$ cat config.mk
export PLATFORM = sky130hd
export DESIGN_NAME = cfg_chain_loader
export DESIGN_NICKNAME = d
export VERILOG_FILES = /design/src/rtl/cfg_chain_loader.sv
export SDC_FILE = /design/constraint.sdc
export NUM_CORES = 1
export LEC_CHECK = 0
export CELL_PAD_IN_SITES_DETAIL_PLACEMENT = 0
export CELL_PAD_IN_SITES_GLOBAL_PLACEMENT = 1
export CORE_MARGIN = 5
export CORE_UTILIZATION = 35
export CTS_CLUSTER_DIAMETER = 30
export DETAILED_ROUTE_END_ITERATION = 12
export PLACE_DENSITY_LB_ADDON = 0.1
export REMOVE_ABC_BUFFERS = 1
export SLEW_MARGIN = 5
export SYNTH_ARGS = -nofsm -noshare
export SYNTH_HDL_FRONTEND = slang
export SYNTH_SLANG_ARGS = --single-unit
$ cat constraint.sdc
create_clock -name clk -period 3.1 [get_ports clk]
set_input_delay 0.465 -clock clk [delete_from_list [all_inputs] [get_ports clk]]
set_output_delay 0.465 -clock clk [all_outputs]
set_load 0.05 [all_outputs]
$ cat src/rtl/cfg_chain_loader.sv
// Serial configuration loader: accepts words on a valid/ready stream and shifts
// exactly CHAIN_LEN bits, LSB first, into the daisy-chained config registers.
module cfg_chain_loader #(
    parameter int WORD_W    = 8,
    parameter int CHAIN_LEN = 20,
    parameter int CNT_W     = $clog2(CHAIN_LEN + 1)
) (
    input  logic              clk,
    input  logic              rst_n,
    input  logic              start,
    input  logic [WORD_W-1:0] in_data,
    input  logic              in_valid,
    output logic              in_ready,
    output logic              cfg_out,
    output logic              cfg_en,
    output logic              busy,
    output logic              done
);

    // Sized one bit wider than strictly needed so the increment on the last
    // bit of a word never wraps.
    localparam int WC_W = $clog2(WORD_W + 1);

    typedef enum logic [1:0] {
        IDLE,
        LOAD,
        SHIFT,
        DONE
    } state_t;

    state_t            state_q, state_d;
    logic [WORD_W-1:0] shreg_q, shreg_d;
    logic [WC_W-1:0]   word_cnt_q, word_cnt_d;
    logic [CNT_W-1:0]  bit_cnt_q, bit_cnt_d;

    always_ff @(posedge clk or negedge rst_n) begin
        if (!rst_n) begin
            state_q    <= IDLE;
            shreg_q    <= '0;
            word_cnt_q <= '0;
            bit_cnt_q  <= '0;
        end else begin
            state_q    <= state_d;
            shreg_q    <= shreg_d;
            word_cnt_q <= word_cnt_d;
            bit_cnt_q  <= bit_cnt_d;
        end
    end

    // The chain-length limit takes priority over the word boundary, so any
    // unshifted bits of a partial last word are dropped.
    always_comb begin
        state_d    = state_q;
        shreg_d    = shreg_q;
        word_cnt_d = word_cnt_q;
        bit_cnt_d  = bit_cnt_q;
        case (state_q)
            IDLE: begin
                if (start) begin
                    bit_cnt_d = '0;
                    state_d   = LOAD;
                end
            end
            LOAD: begin
                if (in_valid) begin
                    shreg_d    = in_data;
                    word_cnt_d = '0;
                    state_d    = SHIFT;
                end
            end
            SHIFT: begin
                shreg_d    = {1'b0, shreg_q[WORD_W-1:1]};
                word_cnt_d = word_cnt_q + 1'b1;
                bit_cnt_d  = bit_cnt_q + 1'b1;
                if (bit_cnt_q == CNT_W'(CHAIN_LEN - 1)) begin
                    state_d = DONE;
                end else if (word_cnt_q == WC_W'(WORD_W - 1)) begin
                    state_d = LOAD;
                end
            end
            DONE: begin
                state_d = IDLE;
            end
            default: begin
                state_d = IDLE;
            end
        endcase
    end

    assign in_ready = (state_q == LOAD);
    assign cfg_en   = (state_q == SHIFT);
    assign cfg_out  = (state_q == SHIFT) & shreg_q[0];
    assign busy     = (state_q != IDLE);
    assign done     = (state_q == DONE);

endmodule

# [Word level (Yosys, flattened, before mapping)]
# Cells that the tools add are included.
[totals] ff_bits=19 in_bits=12 output_inout_bits=5 wordCells=33
[classes] addsub=2 n_eq_ne=8 mux=11 bitwise=1 n_reduce_logical=7
[ops] cell="case mux 8 bit (2 select lines)" n=1
[ops] cell="case mux 5 bit (2 select lines)" n=1
[ops] cell="2-to-1 mux 2 bit" n=4
[ops] cell="2-to-1 mux 8 bit" n=1
[ops] cell="case mux 2 bit (4 select lines)" n=1
[ops] cell="case mux 4 bit (2 select lines)" n=1
[ops] cell="nonzero test 2 bit" n=3
[ops] cell="adder 5 x 1 -> 5 bit (second input constant)" n=1
[ops] cell="== test 5 bit (second input constant)" n=1
[ops] cell="2-to-1 mux 5 bit" n=1
[ops] cell="adder 4 x 1 -> 4 bit (second input constant)" n=1
[ops] cell="== test 2 bit (second input constant)" n=2
[ops] cell="== test 4 x 3 -> 1 bit (second input constant)" n=1
[ops] cell="2-to-1 mux 4 bit" n=1
[ops] cell="inequality test 2 bit (second input constant)" n=2
[ops] cell="AND reduction 2 bit" n=2
[ops] cell="inequality test 3 x 1 -> 1 bit (second input constant)" n=1
[ops] cell="AND reduction 3 bit" n=1
[ops] cell="== test 2 x 1 -> 1 bit (second input constant)" n=1
[ops] cell="logical NOT 2 bit" n=1
[ops] cell="AND 1 bit" n=1

# [Logic depth before layout (Yosys ltp)]
[logic_depth] word_depth=4 mapped_depth=6 depth_no_buf=4

# [Worst setup path before layout]
# OpenSTA, ideal clock, no wires.
[synth_path] kind="reg2out" start="register state_q[1]" end="output in_ready" arrival_time_ns=1.355 t_required_ns=2.635 slack_ns=1.280 path_stages_with_launch=4 n_path_buf=2 cell_sequence="dfrtp_1 > buf_2 > clkbuf_1 > nor2_1"
[synth_via] elab_chain_len=1
[synth_rtl] element="start: declaration" line="31" source="state_t state_q, state_d;"
[synth_rtl] element="start signal: assignment" line="43" source="state_q <= state_d;"
[synth_rtl] element="== test 2 x 1 -> 1 bit" line="90" source="assign in_ready = (state_q == LOAD);"
[synth_rtl] element="end: declaration" line="13" source="output logic in_ready,"
# Every way passes these cells.

# [Worst setup path in the final report]
[layout_path] start="register state_q[0]" end="output cfg_out"
[layout_via] elab_chain_len=2
[layout_rtl] element="== test 2 bit" line="92" source="assign cfg_out = (state_q == SHIFT) & shreg_q[0];"
[layout_rtl] element="AND 1 bit" line="92"
[layout_rtl] element="end: declaration" line="14" source="output logic cfg_out,"
# Every way passes these cells.

==> results.yml <==
timing:
  tightest_slew_ns: 0.877
  max_freq_mhz: 361
  finalSetupTns_ns: 0
  grt_setup_unrepaired: "no"
  clock-skew-final_ns: 0.000811
  drv_slew: 0
  holdWs_ns: 0.485
  fin_crit_sh: 0.893
  setup_viol_count_final: 0
  hold_violations: 0
  max_slew_margin: 0.414
  period_minus_slack_ns: 2.77
power_and_ir_drop:
  peakVddDrop_mv: 0.335
  p_per_area_nw_per_um2: 894
  cellLeakagePower_nw: 0.574
worst_setup_path:
  cp_slowest_stage_delay_ns: 0.79
  crit_fanout: 15
  cp.arrival_ns: 2.30
  cp_data_required_time_ns: 2.63
  critPathCaptureType: "output port"
  critPathKind: "reg -> out"
  path_cells: "nand2b_1 -> inv_4 -> and2_1 -> clkdlybuf4s50_1"
  cp-start-kind: "flop"
  slowest_stage: "clkdlybuf4s50_1"
final_layout:
  multi_input_area_um2: 517
  syn2layout_area_growth_pct: 18.9
  final_core_util: 0.443
  layout_common_cells: "19 x dfrtp_1, 17 x nand2_1, 16 x clkdlybuf4s50_1"
  diodes: 0
  nets: 138
  drive_above_1_share: 0.114
  fillCellCount: 284
  final-seq-area_um2: 475
  final_common_cell: "dfrtp_1"
floorplan:
  num_rows: 19
  die_h_um: 64.6
  die-area_um2: 4180
  core_um2: 2810
  ioPinCount: 17
  die_x_um: 64.6
  start_util: 0.372
routing:
  vias_per_cell: 5.23
  postRouteAntennaNets: 0
  dr.pass1.iters: 4
  wl_mm: 2.14
  detail_route.iter0.violations: 25
  wl_per_cell_um: 13.9
  drc_errors: 0
  vias: 806
clock_network:
  post_cts_buffers: 0
  root_buffer: "clkbuf_4"
  numCtsBuffers: 3
  cts_max_path_buffers: 2
  cts.clk_slew.worst_paths_ns: 0.10
  clock-sinks: 19
  cts_hold_buf: 0
  ctsHtreeMaxLevel: 1
  cts_tree: "done"
  clkLatencyLatePin_ns: 0.29
  cts_resized: 0
worst_hold_path:
  hold_class: "reg -> reg"
global_route:
  grt_pass1_vias: 836
  grt_overflow: 0
  antenna_found_initial: 0
  grt_max_degree: 27
  grt_pass1_wl_mm: 3.71
  grt.total_usage: 0.114
status:
  status: "finished, final reports clean"
synthesis:
  ys_ff_latch: 19
  synthesis.area_um2: 1040
  ys.flop_type: "dfrtp_1"
  synth_area_per_cell_um2: 9.67
  synth_edf_count: 0
  seq_area_frac_synth: 0.455
  ys_types: 29
  ys_warn_count: 0
  synth_cells: 108
  async_reset_ff_frac: 1.00
job:
  cap_violations: 0
placement:
  dp_hpwl_mm: 1.55
  port_buffers: 16
  place.gp.congestion: 0.770
cell usage after synthesis, types with 2 or more instances:
| cell type | number | area share |
|---|---|---|
| nand2_1 | 17 | 0.061 |
| nor2_1 | 5 | 0.018 |
| dfrtp_1 | 19 | 0.46 |
| mux2i_1 | 10 | 0.096 |
| nand4_1 | 2 | 0.012 |
| buf_4 | 3 | 0.022 |
| o21ai_0 | 10 | 0.048 |
| ha_1 | 2 | 0.024 |
| a21oi_1 | 8 | 0.038 |
| clkbuf_1 | 2 | 0.0072 |
| nor3_1 | 2 | 0.0096 |
| o22ai_1 | 3 | 0.018 |
| mux2_2 | 7 | 0.075 |
| inv_1 | 3 | 0.011 |
critical path: cells and delay by family, from the launching register on:
family,cells,cell delay [ns]
flops,1,0.57
simple gates,2,0.51
buf+inv,2,0.93
logic make-up (layout without fill, tap and decap cells):
family	after synthesis	after routing	share of synthesized area
AO/OA/AOI/OAI	25	25	0.139
adder cells (fa/ha/maj)	2	2	0.0239
buffers and inverters	10	25	0.0503
flip-flops	19	19	0.455
multiplexers	17	17	0.171
AND/OR/NAND/NOR	35	35	0.160
area by class of cell:
class / instances / area share
sequential: 19 / 0.383
multi-input combinational: 79 / 0.416
tap: 31 / 0.0312
timing repair buffer: 17 / 0.135
inverter: 4 / 0.0141
clock buffer: 4 / 0.0211
per-stage QoR:
stage	worst slack (ns)	total power [mW]	instance area [um^2]	instances
final	0.331	1.11	1240	154
after global routing	0.205	1.21	1240	154
after CTS	0.293	1.13	1240	154
after detailed placement	0.635	0.999	1220	150
after global placement	0.650	0.990	1220	150
after floorplan	1.01	0.829	1010	102
state kept, by name (all words and copies together), names as in the netlist:
register / count
state_q: 2
shreg_q: 8
word_cnt_q: 4
bit_cnt_q: 5
routing by layer:
| metal | wire length [um] | GRT usage |
|---|---|---|
| met3 | 110 | 0.0276 |
| met4 | 18 | 0.0475 |
| met2 | 972 | 0.184 |
| met5 | 0 | 0 |
| met1 | 1040 | 0.146 |
where the power goes:
part | leakage [nW] | switching [mW] | internal, mW | total [mW]
registers | 0.247 | 0.100 | 0.340 | 0.440
logic | 0.312 | 0.310 | 0.237 | 0.546
clock network | 0.0150 | 0.0737 | 0.0500 | 0.124
total | 0.574 | 0.484 | 0.627 | 1.11
worst paths after layout:
kind	slack, ns	endpoint	cells past startpoint	start
max in group asynchronous	1.90	word_cnt_q[1]	1	rst_n
worst max register to register	1.59	bit_cnt_q[4]	4	state_q[0]
worst min-delay path	0.49	bit_cnt_q[4]	1	bit_cnt_q[4]
worst max-delay path	0.33	cfg_out	4	state_q[0]
worst min register to register	0.49	bit_cnt_q[4]	1	bit_cnt_q[4]
min in group asynchronous	0.66	bit_cnt_q[3]	1	rst_n
Note: power is estimated with default switching activity, not from simulation.
